--- src/rtl/apb_pkg.sv ---
// Shared types for the APB requester bridge: FSM encoding and response codes.
// Latency: none (declarations only).
// Backpressure: n/a.
package apb_pkg;

    // One-hot FSM encoding
    typedef enum logic [2:0] {
        ST_IDLE   = 3'b001,
        ST_SETUP  = 3'b010,
        ST_ACCESS = 3'b100
    } apb_state_t;

    localparam int PROT_W = 3;

    localparam logic [1:0] APB_OK      = 2'b00;
    localparam logic [1:0] APB_SLVERR  = 2'b01;
    localparam logic [1:0] APB_DECERR  = 2'b10;
    localparam logic [1:0] APB_TIMEOUT = 2'b11;

endpackage

--- src/rtl/apb_addr_decode.sv ---
// Address-to-slave decoder: one-hot select, slave index and decode error.
// Latency: purely combinational.
// Backpressure: none.
module apb_addr_decode
    import apb_pkg::*;
#(
    parameter int ADDR_WIDTH    = 32,
    parameter int NUM_SLAVES    = 4,
    parameter int SLV_ADDR_BITS = 12,
    parameter int IDX_W         = (NUM_SLAVES > 1) ? $clog2(NUM_SLAVES) : 1
) (
    input  logic [ADDR_WIDTH-1:0] addr,
    output logic [NUM_SLAVES-1:0] sel,
    output logic [IDX_W-1:0]      idx,
    output logic                  decerr
);

    // Bits above the slave index must be zero for a valid region
    localparam int HI_LSB = SLV_ADDR_BITS + IDX_W;

    // Extract index, flag out-of-map addresses, build the one-hot select
    always_comb begin
        idx    = addr[SLV_ADDR_BITS +: IDX_W];
        decerr = ((addr >> HI_LSB) != '0) || (32'(idx) >= NUM_SLAVES);
        sel    = '0;
        for (int k = 0; k < NUM_SLAVES; k++) begin
            if (!decerr && (idx == IDX_W'(k))) begin
                sel[k] = 1'b1;
            end
        end
    end

endmodule

--- src/rtl/apb_master_nslv.sv ---
// Command-to-APB4 requester bridge for NUM_SLAVES peripherals with timeout.
// Latency: accept at N, SETUP N+1, ACCESS N+2.., response N+3 with no waits.
// Backpressure: cmd_ready_o only in IDLE; rsp_valid_o is a pulse, no stall.
module apb_master_nslv
    import apb_pkg::*;
#(
    parameter int ADDR_WIDTH     = 32,
    parameter int DATA_WIDTH     = 32,
    parameter int NUM_SLAVES     = 4,
    parameter int SLV_ADDR_BITS  = 12,
    parameter int TIMEOUT_CYCLES = 256
) (
    input  logic                             pclk_i,
    input  logic                             prst_i,
    input  logic                             cmd_valid_i,
    output logic                             cmd_ready_o,
    input  logic                             cmd_write_i,
    input  logic [ADDR_WIDTH-1:0]            cmd_addr_i,
    input  logic [DATA_WIDTH-1:0]            cmd_wdata_i,
    input  logic [DATA_WIDTH/8-1:0]          cmd_strb_i,
    input  logic [PROT_W-1:0]                cmd_prot_i,
    output logic                             rsp_valid_o,
    output logic [DATA_WIDTH-1:0]            rsp_rdata_o,
    output logic [1:0]                       rsp_status_o,
    output logic [ADDR_WIDTH-1:0]            paddr_o,
    output logic [PROT_W-1:0]                pprot_o,
    output logic [NUM_SLAVES-1:0]            psel_o,
    output logic                             penable_o,
    output logic                             pwrite_o,
    output logic [DATA_WIDTH-1:0]            pwdata_o,
    output logic [DATA_WIDTH/8-1:0]          pstrb_o,
    input  logic [NUM_SLAVES-1:0]            pready_i,
    input  logic [NUM_SLAVES*DATA_WIDTH-1:0] prdata_i,
    input  logic [NUM_SLAVES-1:0]            pslverr_i
);

    localparam int STRB_W = DATA_WIDTH / 8;
    localparam int IDX_W  = (NUM_SLAVES > 1) ? $clog2(NUM_SLAVES) : 1;
    localparam int CNT_W  = (TIMEOUT_CYCLES > 0) ? $clog2(TIMEOUT_CYCLES + 1) : 1;

    apb_state_t              state_q, state_d;
    logic [IDX_W-1:0]        idx_q, idx_d;
    logic [CNT_W-1:0]        cnt_q, cnt_d;

    logic [NUM_SLAVES-1:0]   dec_sel;
    logic [IDX_W-1:0]        dec_idx;
    logic                    dec_err;

    logic                    cmd_ready_d, rsp_valid_d, penable_d, pwrite_d;
    logic [DATA_WIDTH-1:0]   rsp_rdata_d, pwdata_d;
    logic [1:0]              rsp_status_d;
    logic [ADDR_WIDTH-1:0]   paddr_d;
    logic [PROT_W-1:0]       pprot_d;
    logic [NUM_SLAVES-1:0]   psel_d;
    logic [STRB_W-1:0]       pstrb_d;

    logic                    sel_ready, sel_err, timeout_hit;
    logic [DATA_WIDTH-1:0]   sel_rdata;

    apb_addr_decode #(
        .ADDR_WIDTH    (ADDR_WIDTH),
        .NUM_SLAVES    (NUM_SLAVES),
        .SLV_ADDR_BITS (SLV_ADDR_BITS),
        .IDX_W         (IDX_W)
    ) u_decode (
        .addr   (cmd_addr_i),
        .sel    (dec_sel),
        .idx    (dec_idx),
        .decerr (dec_err)
    );

    // Observe only the slave latched at accept time
    always_comb begin
        sel_ready   = pready_i[idx_q];
        sel_err     = pslverr_i[idx_q];
        sel_rdata   = prdata_i[idx_q*DATA_WIDTH +: DATA_WIDTH];
        timeout_hit = (TIMEOUT_CYCLES > 0) && (cnt_q == CNT_W'(TIMEOUT_CYCLES - 1));
    end

    // Next-state and next-output logic; APB fields hold unless changed here
    always_comb begin
        state_d      = state_q;
        idx_d        = idx_q;
        cnt_d        = cnt_q;
        paddr_d      = paddr_o;
        pprot_d      = pprot_o;
        psel_d       = psel_o;
        penable_d    = penable_o;
        pwrite_d     = pwrite_o;
        pwdata_d     = pwdata_o;
        pstrb_d      = pstrb_o;
        rsp_valid_d  = 1'b0;
        rsp_rdata_d  = '0;
        rsp_status_d = APB_OK;
        case (state_q)
            ST_IDLE: begin
                if (cmd_valid_i && cmd_ready_o) begin
                    if (dec_err) begin
                        // Unmapped address: answer directly, never touch the bus
                        rsp_valid_d  = 1'b1;
                        rsp_status_d = APB_DECERR;
                    end else begin
                        paddr_d   = cmd_addr_i;
                        pprot_d   = cmd_prot_i;
                        pwrite_d  = cmd_write_i;
                        pwdata_d  = cmd_wdata_i;
                        pstrb_d   = cmd_write_i ? cmd_strb_i : '0;
                        psel_d    = dec_sel;
                        penable_d = 1'b0;
                        idx_d     = dec_idx;
                        cnt_d     = '0;
                        state_d   = ST_SETUP;
                    end
                end
            end
            ST_SETUP: begin
                penable_d = 1'b1;
                state_d   = ST_ACCESS;
            end
            ST_ACCESS: begin
                if (sel_ready || timeout_hit) begin
                    psel_d      = '0;
                    penable_d   = 1'b0;
                    pstrb_d     = '0;
                    state_d     = ST_IDLE;
                    rsp_valid_d = 1'b1;
                    if (sel_ready) begin
                        rsp_status_d = sel_err ? APB_SLVERR : APB_OK;
                        rsp_rdata_d  = (!pwrite_o && !sel_err) ? sel_rdata : '0;
                    end else begin
                        rsp_status_d = APB_TIMEOUT;
                    end
                end else begin
                    cnt_d = cnt_q + 1'b1;
                end
            end
            default: begin
                state_d = ST_IDLE;
            end
        endcase
        cmd_ready_d = (state_d == ST_IDLE);
    end

    // FSM state, latched slave index and wait counter
    always_ff @(posedge pclk_i or posedge prst_i) begin
        if (prst_i) begin
            state_q <= ST_IDLE;
            idx_q   <= '0;
            cnt_q   <= '0;
        end else begin
            state_q <= state_d;
            idx_q   <= idx_d;
            cnt_q   <= cnt_d;
        end
    end

    // Registered outputs; reset drops any in-flight transfer silently
    always_ff @(posedge pclk_i or posedge prst_i) begin
        if (prst_i) begin
            cmd_ready_o  <= 1'b0;
            rsp_valid_o  <= 1'b0;
            rsp_rdata_o  <= '0;
            rsp_status_o <= '0;
            paddr_o      <= '0;
            pprot_o      <= '0;
            psel_o       <= '0;
            penable_o    <= 1'b0;
            pwrite_o     <= 1'b0;
            pwdata_o     <= '0;
            pstrb_o      <= '0;
        end else begin
            cmd_ready_o  <= cmd_ready_d;
            rsp_valid_o  <= rsp_valid_d;
            rsp_rdata_o  <= rsp_rdata_d;
            rsp_status_o <= rsp_status_d;
            paddr_o      <= paddr_d;
            pprot_o      <= pprot_d;
            psel_o       <= psel_d;
            penable_o    <= penable_d;
            pwrite_o     <= pwrite_d;
            pwdata_o     <= pwdata_d;
            pstrb_o      <= pstrb_d;
        end
    end

endmodule

--- config.mk ---
export PLATFORM = sky130hd
export DESIGN_NAME = apb_master_nslv
export DESIGN_NICKNAME = d
export VERILOG_FILES = /design/src/rtl/apb_pkg.sv /design/src/rtl/apb_addr_decode.sv /design/src/rtl/apb_master_nslv.sv
export SDC_FILE = /design/constraint.sdc
export NUM_CORES = 1
export LEC_CHECK = 0
export CAP_MARGIN = 0
export CORE_AREA = 2 2 126 128
export CTS_CLUSTER_SIZE = 14
export DETAILED_ROUTE_END_ITERATION = 12
export DIE_AREA = 0 0 128 130
export GPL_ROUTABILITY_DRIVEN = 0
export PLACE_DENSITY = 0.77
export SLEW_MARGIN = 10
export SYNTH_ARGS = -nofsm -noshare
export SYNTH_HDL_FRONTEND = slang
export SYNTH_SLANG_ARGS = --single-unit
export TNS_END_PERCENT = 20
--- constraint.sdc ---
create_clock -name pclk_i -period 12.3 [get_ports pclk_i]
set_input_delay 2.46 -clock pclk_i [delete_from_list [all_inputs] [get_ports pclk_i]]
set_output_delay 2.46 -clock pclk_i [all_outputs]
set_load 0.005 [all_outputs]
==> results.md, run 1 <==
- Outcome: complete, no violations
- Top cells by area, synth: dfrtp_1, mux4_2, mux2_2
- Clock Tree Root: clkbuf_16
- Skew final: 10.54 ps
- DRT Pass-1 Iters: 4
- Yosys top cell area share: 56.62%
- Cell area after layout: between 0.009 and 0.01 sq mm
- Ys flop type: dfrtp_1
- Crit path buf inv count: 1
- Wire length on met3: 1.267 mm
- Total track usage: between 10% and 20%
- Core box area: approximately 0.015 sq mm
- Grt total ovfl: 0
- Vias in the first global route: between 4000 and 5000
- Internal Power: roughly 0.85 mW
- CTS H-tree depth: 4
- Final setup margin: around 8000 ps
- Worst Hold Slack: around 500 ps
- Initial Util: a little over a third
- Crit path kind: in2reg
- Register area: 0.003131 sq mm
- # clock sinks: between 100 and 150
- Startpoint class of the critical path: input port
- Clock Pin Slew Worst Setup and Hold Paths: about 60 ps
- Port Buffers: ~320
- Sequential power share: 39.9%
- Post-synth top area cell: dfrtp_1
- CTS Buffer Depth: 2
- Fillers: about 1200
- Final Hold Viols: 0
- Maximum vdd ir drop: approximately 0.085 mV
- DRT iter0 DRCs: roughly 140
- # diodes: 0
- Cell area after synthesis: 0.005480 sq mm
- Sw power: 0.2197 mW
- Clk pwr share: between 40% and 50%
- Die width: 128 um
- TNS Setup: 0 ps
- Number of setup violations in the final report: 0
- Asr flop ratio synth: 100.0%
- Gate power share: a little under an eighth
- Post-cts sizing count: 0
- Multi-input logic area: ~0.0022 sq mm
- CTS buffer count: 17
- Pre-CTS setup slack: between 7000 and 8000 ps
- CP delay by family, top: multiplexers
- CP arrival: about 4800 ps
- Antenna Nets Post-Route: 0
- Leak: approximately 4.2 nW
- Ports: about 320
- Metal1 wirelength: 6.115 mm
- Initial antenna violation count: 0
- Synth top cells by count: dfrtp_1, mux2_2, and3_1, mux4_2, nor2b_1
- Peak Freq: between 200 and 250 MHz
- Post-Route WL: 16.42 mm
- Worst-Margin Slew: about 840 ps
- Worst min path class: reg2reg
- Max Fanout on Critical Path: 37
- Switching Share: between 20% and 30%
- Cell Pwr Density: 112.9 mW/mm^2
- Yosys reg bits: around 130
- Relative slew slack: between 40 and 50%
- DRC errors left: 0
- Max stage delay on crit path: 760 ps
- CP Capture Type: flip-flop
- Die area: between 0.015 and 0.02 sq mm
- Synthesis Warnings: 0
- Largest net degree at the start of global routing: between 60 and 70
- Synth cell types: 34
- First-pass GRT wire length: 24.72 mm
- Net count, final: between 900 and 1000
- Sequential area share after synthesis: about 57%
- Clk_lat worst skew: approximately 400 ps
- Cell count after synthesis: about 370
- Via count: approximately 4400
- Max-Cap Viols: 0
- Via-per-instance ratio: approximately 4.9
- Top Metal Used: met4
- Area after DPL: a little under 0.009 sq mm
- Share of layout cells above drive strength 1: approximately a fifth
- Mean post-synth cell area: 14.65 sq um
- Final Max Tran Viols: 0
- Crit path time final: about 4500 ps
- Die Ht: 130 um
- Syn_nets: 587
- Number of synthesized flops with an enable pin: 0
- Worst path slowest cell: mux4_2
- Hold-fix buffers at CTS: 0
- Required @ worst endpoint: about 13000 ps
- Tcrit/Tclk final: around 37%
- Area grow syn2layout: 73.45%
- Count leader, synth: dfrtp_1
- Avg WL per Cell: 18.25 um
- RSZ-0062 raised after global routing: no
- Core Rows: 46
- CTS tree: built
- Post-CTS Setup Inserts: 0
- DP HPWL: roughly 13 mm
- CP Cell Sequence: clkdlybuf4s50_1, mux4_2, or3_1, and3_4, mux2_4
- Routed length on met2: 8.724 mm
-- power by group through the flow --
stage	Clock [mW]	Sequential [mW]	Combinational, mW
global route	0.547	0.429	0.138
detailed placement	0	0.435	0.129
floorplan	0	0.435	0.0347
CTS	0.526	0.428	0.130
global placement	0	0.435	0.127
finish	0.517	0.428	0.128
-- worst paths after layout --
path	from	to	slack, ps	cells past startpoint
min in group asynchronous	prst_i	pwdata_o[30]$_DFFE_PP0P_	2540	2
setup / recovery	pready_i[3]	psel_o[0]$_DFFE_PP0P_	7810	5
hold / removal	paddr_o[23]$_DFFE_PP0P_	paddr_o[23]$_DFFE_PP0P_	500	1
setup reg to reg	idx_q[0]$_DFFE_PP0P_	psel_o[0]$_DFFE_PP0P_	9260	5
max in group asynchronous	prst_i	paddr_o[10]$_DFFE_PP0P_	8440	3
hold reg to reg	paddr_o[23]$_DFFE_PP0P_	paddr_o[23]$_DFFE_PP0P_	500	1
-- flip-flops by register name, summed over array words and instances (netlist names), 2 cells and up --
| register | cells |
|---|---|
| state_q | 3 |
| pprot_o | 3 |
| rsp_status_o | 2 |
| psel_o | 4 |
| cnt_q | 9 |
| pwdata_o | 32 |
| paddr_o | 31 |
| rsp_rdata_o | 32 |
| pstrb_o | 4 |
-- cells by family (layout without fill, tap and decap cells) --
group / after synthesis / count (layout) / share of synthesized area (%)
simple gates: 108 / 108 / 11.30
xor+xnor: 5 / 5 / 0.7992
buf+inv: 30 / 364 / 2.534
mux: 94 / 94 / 26.74
flops: 125 / 125 / 57.10
fa+ha+maj: 2 / 2 / 0.4565
compound gates: 10 / 10 / 1.073
-- cell type report --
cell class / instances / area share (%)
tap: 192 / 2.527
clock buffer: 18 / 4.515
inverter: 4 / 0.1843
sequential: 125 / 32.93
multi-input combinational: 219 / 23.38
timing repair buffer: 329 / 34.49
clock inverter: 13 / 1.974
-- per-layer routing --
| metal | global-route usage (%) | vias up |
|---|---|---|
| li1 | - | 2012 |
| met1 | 22.22 | 2153 |
| met2 | 35.45 | 220 |
| met3 | 4.838 | 19 |
| met4 | 6.335 | 0 |
| met5 | 0 | - |
-- worst reg2reg max path, stage by stage, from the launching register on --
cell and delay [ps]:
dfrtp_2 340, buf_4 510, mux4_2 910, or3_1 570, and3_4 280, mux2_4 310
-- placed cells by master, fill, tap and decap left out, types with 3 or more instances in the layout --
cell type        instances
nor2_1                  16
mux4_2                  34
inv_1                    3
clkbuf_16               17
clkinv_4                 3
buf_4                    6
nand4_1                  3
dfrtp_1                123
nor3_1                   3
xor2_1                   3
bufinv_16                4
clkdlybuf4s50_1        323
nand3_1                  5
nor4_1                   3
o21ai_0                  5
clkinv_2                 3
and3_1                  38
mux2_2                  51
nand2_1                  9
nor2b_1                 20
inv_6                    3
mux2_4                   7
-- stage by stage --
step	utilization [%]	std cells	total power, mW
2_1_floorplan	-	374	0.4697
3_3_place_gp	57.62	869	0.5615
3_5_place_dp	57.62	869	0.5646
4_1_cts	61.62	900	1.084
5_1_grt	61.62	900	1.114
6_report	61.62	900	1.073
Power figures use the tool's default switching activity.
==> inputs of run 2 (changes only) <==
- CORE_AREA: 2 2 126 128 -> 2 2 127 129
- DIE_AREA: 0 0 128 130 -> 0 0 129 131
- PLACE_DENSITY: 0.77 -> 0.76
- clock period: 12.3 -> 4.5 ns (I/O delays scaled with it)
==> run 2 against run 1 <==
Flip-flop and latch count unchanged. Global-route usage is 0.74 points lower. Sequential share of layout area is essentially flat. Register-to-register slack worse by 7100 ps. Sequential power grew to 2.7 times the previous value. Worst setup slack got worse by 6200 ps. Via count down 0.27%. Cell count up 2.9%. Combinational power grew to 2.7 times the previous value. Largest cell class unchanged. Highest routed layer unchanged.
==> results.md, run 2 (synthesized netlist as in run 1, its figures left out) <==
- Crit path buf inv count: 2 (was 1)
- First-pass GRT wire length: 23.62 mm (was 24.72 mm)
- Post-CTS Setup Inserts: 0 (unchanged)
- Area grow syn2layout: 73.40% (was 73.45%)
- RSZ-0062 raised after global routing: no (unchanged)
- Post-Route WL: 15.90 mm (was 16.42 mm)
- CTS H-tree depth: 4 (unchanged)
- Final std cells w/o fill: 926 (was 900)
- CTS buffer count: 17 (unchanged)
- Final Hold Viols: 0 (unchanged)
- Maximum vdd ir drop: 0.2543 mV (was 0.08502 mV)
- Net count, final: 910 (was 909)
- Skew final: 15.69 ps (was 10.54 ps)
- Share of layout cells above drive strength 1: 19.15% (was 19.07%)
- Max stage delay on crit path: 600 ps (was 760 ps)
- Max Fanout on Critical Path: 26 (was 37)
- Via count: 4392 (was 4404)
- Startpoint class of the critical path: flip-flop (was input port)
- DRT Pass-1 Iters: 4 (unchanged)
- Crit path time final: ~2900 ps
- Number of setup violations in the final report: 0 (unchanged)
- Avg WL per Cell: 17.17 um (was 18.25 um)
- Top Registers: pwdata_o: 32 flops, rsp_rdata_o: 32 flops, paddr_o: 31 flops (unchanged)
- Clock Pin Slew Worst Setup and Hold Paths: 50 ps (was 60 ps)
- DRT iter0 DRCs: 108 (was 138)
- CTS Buffer Depth: 2 (unchanged)
- Port Buffers: 323 (unchanged)
- Final setup margin: 1617 ps (was 7810 ps)
- Final Max Tran Viols: 0 (unchanged)
- Total Power: 2.795 mW (was 1.073 mW)
- Clk_lat worst skew: 410 ps (was 400 ps)
- Relative slew slack: 51.29% (was 44.20%)
- Core box area: 0.01560 sq mm (was 0.01542 sq mm)
- Initial Util: 35.14% (was 35.53%)
- Clock Tree Root: clkbuf_16 (unchanged)
- Leak: 4.177 nW (was 4.200 nW)
- Grt total ovfl: 0 (unchanged)
- Largest net degree at the start of global routing: 65 (was 69)
- Outcome: complete, no violations (unchanged)
- CP arrival: 1980 ps (was 4770 ps)
- Worst path slowest cell: dfrtp_1 (was mux4_2)
- CP Capture Type: primary output (was flip-flop)
- DP HPWL: 12.74 mm (was 12.90 mm)
- Antenna Nets Post-Route: 0 (unchanged)
- CTS tree: built (unchanged)
- Commonest non-fill, non-tap cell in the layout: clkdlybuf4s50_1 (unchanged)
- Cells after DPL: 894 (was 869)
- Post-cts sizing count: 0 (unchanged)
- # diodes: 0 (unchanged)
- Initial antenna violation count: 0 (unchanged)
- Pre-CTS setup slack: 1416 ps (was 7396 ps)
- Max-Cap Viols: 0 (unchanged)
- Worst-Margin Slew: 730.7 ps (was 837.1 ps)
- Cell area after layout: 0.009503 sq mm (was 0.009505 sq mm)
- Most frequent cells in the layout: clkdlybuf4s50_1, dfrtp_1, mux2_2 (unchanged)
- Ports: 324 (unchanged)
- Hold-fix buffers at CTS: 0 (unchanged)
- Via-per-instance ratio: 4.743 (was 4.893)
- Die area: 0.01690 sq mm (was 0.01664 sq mm)
- Area after DPL: 0.008939 sq mm (was 0.008889 sq mm)
- Worst Hold Slack: 492.5 ps (was 499.8 ps)
- CP delay by family, top: buffers and inverters (was multiplexers)
- CP Cell Sequence: buf_4, clkdlybuf4s50_1 (was clkdlybuf4s50_1, mux4_2, or3_1, and3_4, mux2_4)
- Die Ht: 131 um (was 130 um)
- Vias in the first global route: 4697 (was 4711)
- Finished Core Util: 60.93% (was 61.62%)
- DRC errors left: 0 (unchanged)
- Core Rows: 46 (unchanged)
- Crit path kind: reg2out (was in2reg)
- Die width: 129 um (was 128 um)
- Worst min path class: reg2reg (unchanged)
- Cell Pwr Density: 294.1 mW/mm^2 (was 112.9 mW/mm^2)
- Required @ worst endpoint: 3600 ps (was 12580 ps)
- Tcrit/Tclk final: 64.06%
- Total track usage: 18.59% (was 19.32%)
- Peak Freq: 346.9 MHz
- TNS Setup: 0 ps (unchanged)
- # clock sinks: 125 (unchanged)
-- run 2: final timing paths --
kind | cells past startpoint | end | slack [ps] | start
setup / recovery | 2 | paddr_o[13] | 1620 | paddr_o[13]$_DFFE_PP0P_
hold / removal | 1 | paddr_o[19]$_DFFE_PP0P_ | 490 | paddr_o[19]$_DFFE_PP0P_
setup reg to reg | 6 | cnt_q[0]$_DFFE_PP0P_ | 2120 | state_q[0]$_DFF_PP1_
hold reg to reg | 1 | paddr_o[19]$_DFFE_PP0P_ | 490 | paddr_o[19]$_DFFE_PP0P_
max in group asynchronous | 3 | state_q[0]$_DFF_PP1_ | 2680 | prst_i
min in group asynchronous | 2 | pprot_o[1]$_DFFE_PP0P_ | 990 | prst_i
-- run 2: per-layer routing --
layer	GRT usage (%)	up-vias	part of all wire (%)
met5	0	-	0
met4	7.545	0	2.5
met3	5.945	29	7.6
met2	34.33	222	53
met1	19.67	2127	37
li1	-	2014	-
-- run 2: layout make-up --
type | count | area (sq um)
clock buffer | 22 | 474.2
clock inverter | 10 | 90.09
fill | 1249 | 6095
inverter | 4 | 17.52
multi-input combinational | 219 | 2222
sequential | 125 | 3131
tap | 216 | 270.3
timing repair buffer | 330 | 3298
-- run 2: worst register-to-register path, cell delays in order (launching register included) --
cell     delay (ps)
dfstp_2         550
nor3b_1         330
nand3_1         180
nor3_2          220
buf_4           510
nor2_1          170
mux2_2          290
-- run 2: power breakdown --
part           total [mW]  leakage (nW)  switching [mW]  internal, mW
sequential           1.17          1.72          0.0187          1.15
combinational       0.348          2.19          0.0949         0.253
clock                1.28         0.272           0.475         0.800
==> inputs of run 3 (changes only) <==
- CORE_AREA: 2 2 127 129 -> unset
- CORE_UTILIZATION: unset -> 34
- DIE_AREA: 0 0 129 131 -> unset
- PLACE_DENSITY: 0.76 -> 0.77
- clock period: 4.5 -> 2.4 ns (I/O delays scaled with it)
==> run 3 against run 2 <==
The run now ends with DRC left. Hold slack better by 7.2 ps. First-iteration DRC count rose by 22%. Critical path depth increased by 3. Highest routed layer unchanged. Total power increased by 94%. Register-to-register slack got worse by 2000 ps. Cell area grew 1.6%. Flip-flop and latch count unchanged. Routed wire length increased by 6.7%. Clock-buffer cell count is 4 lower. Largest cell class unchanged.
==> results.md, run 3 (synthesized netlist as in run 1, its figures left out) <==
- Outcome: complete, but fails checks (was complete, no violations)
- Failing checks: DRC
- Switching Share: 22.05% (was 21.06%)
- Maximum vdd ir drop: 0.4978 mV (was 0.2543 mV)
- Crit path kind: reg2reg (was reg2out)
- Vias in the first global route: 4641 (was 4697)
- Final Max Tran Viols: 0 (unchanged)
- Skew final: 10.18 ps (was 15.69 ps)
- Crit path time final: 2279 ps
- CTS buffer count: 17 (unchanged)
- Clk pwr share: 47.1% (was 45.6%)
- Peak Freq: about 440 MHz
- Core Rows: 46 (unchanged)
- Via count: 4451 (was 4392)
- Commonest non-fill, non-tap cell in the layout: clkdlybuf4s50_1 (unchanged)
- Via-per-instance ratio: 4.755 (was 4.743)
- Area after DPL: 0.009057 sq mm (was 0.008939 sq mm)
- Clock Pin Slew Worst Setup and Hold Paths: 60 ps (was 50 ps)
- Die width: 129.0 um (was 129 um)
- Clk_lat worst skew: 410 ps (about the same)
- Gate power share: 12.4% (was 12.5%)
- Sequential power share: 40.5% (was 41.9%)
- First-pass GRT wire length: 25.07 mm (was 23.62 mm)
- # clock sinks: 125 (unchanged)
- Cell Pwr Density: 561.1 mW/mm^2 (was 294.1 mW/mm^2)
- Required @ worst endpoint: 2680 ps (was 3600 ps)
- CP arrival: 2560 ps (was 1980 ps)
- Post-Route WL: 16.97 mm (was 15.90 mm)
- Hold-fix buffers at CTS: 0 (unchanged)
- Port Buffers: 323 (unchanged)
- Most frequent cells in the layout: clkdlybuf4s50_1, dfrtp_1, mux2_2 (unchanged)
- CTS tree: built (unchanged)
- Grt total ovfl: 0 (unchanged)
- Total Power: 5.419 mW (was 2.795 mW)
- DRT Pass-1 Iters: 10 (was 4)
- Startpoint class of the critical path: flip-flop (unchanged)
- Max Fanout on Critical Path: 49 (was 26)
- DP HPWL: 13.27 mm (was 12.74 mm)
- Number of setup violations in the final report: 0 (unchanged)
- Die area: 0.01663 sq mm (was 0.01690 sq mm)
- Net count, final: 919 (was 910)
- DRC errors left: 1 (was 0)
- Initial antenna violation count: 1 (was 0)
- RSZ-0062 raised after global routing: no (unchanged)
- Fillers: 1195 (was 1249)
- Top Registers: pwdata_o: 32 flops, rsp_rdata_o: 32 flops, paddr_o: 31 flops (unchanged)
- Worst min path class: reg2reg (unchanged)
- CP Capture Type: flip-flop (was primary output)
- Internal Power: 4.224 mW (was 2.207 mW)
- Area grow syn2layout: 76.21% (was 73.40%)
- Initial Util: 34.62% (was 35.14%)
- Sw power: 1.195 mW (was 0.5886 mW)
- Tcrit/Tclk final: roughly 95%
- Share of layout cells above drive strength 1: 20.45% (was 19.15%)
- DRT iter0 DRCs: 132 (was 108)
- Cell area after layout: 0.009657 sq mm (was 0.009503 sq mm)
- Die Ht: 129.0 um (was 131 um)
- Final Hold Viols: 0 (unchanged)
- Clock Tree Root: clkbuf_16 (unchanged)
- Post-cts sizing count: 0 (unchanged)
- Antenna Nets Post-Route: 0 (unchanged)
- Leak: 4.249 nW (was 4.177 nW)
- Avg WL per Cell: 18.13 um (was 17.17 um)
- Max-Cap Viols: 0 (unchanged)
- Total track usage: 20.39% (was 18.59%)
- Core box area: 0.01583 sq mm (was 0.01560 sq mm)
- CTS H-tree depth: 4 (unchanged)
- Largest net degree at the start of global routing: 78 (was 65)
- CTS Buffer Depth: 2 (unchanged)
- Worst-Margin Slew: 418.3 ps (was 730.7 ps)
- Ports: 324 (unchanged)
- Relative slew slack: 72.05% (was 51.29%)
- Post-CTS Setup Inserts: 0 (unchanged)
- Worst Hold Slack: 499.7 ps (was 492.5 ps)
-- run 3: changes by cell type in the layout (fill, tap and decap cells not counted), sizes merged --
| cell | change |
|---|---|
| buf | +9 |
| clkbuf | -4 |
| clkinv | -2 |
| diode | +1 |
| bufinv | +1 |
| inv | +5 |
-- run 3: path summary, 6_finish.rpt --
check,start,endpoint,slack [ps],cells after the start
worst min register to register,cnt_q[8]$_DFFE_PP0P_,cnt_q[8]$_DFFE_PP0P_,500,1
worst min-delay path,cnt_q[8]$_DFFE_PP0P_,cnt_q[8]$_DFFE_PP0P_,500,1
worst max register to register,state_q[0]$_DFF_PP1_,pwdata_o[26]$_DFFE_PP0P_,120,5
min in group asynchronous,prst_i,pwdata_o[6]$_DFFE_PP0P_,530,3
worst max-delay path,state_q[0]$_DFF_PP1_,pwdata_o[26]$_DFFE_PP0P_,120,5
max in group asynchronous,prst_i,state_q[0]$_DFF_PP1_,1470,3
-- run 3: area by class of cell --
cell class	instances	area [sq um]	share of cell area, %
antenna	1	2.502	0.02591
clock buffer	18	439.2	4.548
clock inverter	14	157.7	1.633
inverter	4	18.77	0.1944
multi-input combinational	219	2222	23.01
sequential	125	3131	32.42
tap	216	270.3	2.799
timing repair buffer	339	3416	35.37
-- run 3: metrics by stage --
step / instances / TNS (ps) / setup slack, ps / utilization, %
floorplan: 374 / 0 / 73.54 / -
global placement: 903 / -4607 / -163.5 / 57.23
detailed placement: 903 / -13000 / -234.1 / 57.23
CTS: 935 / 0 / 109.2 / 61.00
global route: 936 / 0 / 17.82 / 61.01
finish: 936 / 0 / 120.6 / 61.01
-- run 3: layer usage --
metal | share of wire, % | global-route usage [%] | up-vias
li1 | - | - | 2037
met1 | 37 | 22.32 | 2177
met2 | 55 | 38.03 | 221
met3 | 7.0 | 5.156 | 16
met4 | 1.3 | 7.197 | 0
met5 | 0 | 0 | -
-- run 3: power groups by stage --
stage / clock network (mW) / registers (mW) / logic (mW)
4_1_cts: 2.62 / 2.20 / 0.681
2_1_floorplan: 0 / 2.23 / 0.178
5_1_grt: 2.73 / 2.20 / 0.722
3_3_place_gp: 0 / 2.23 / 0.667
3_5_place_dp: 0 / 2.23 / 0.678
6_report: 2.55 / 2.20 / 0.672
-- run 3: worst max-delay path, cell delays in order, from the launching register on --
cell	delay [ps]
dfstp_2	550
nor3b_1	380
nand3_1	200
nor3_2	330
buf_12	300
mux2_2	380
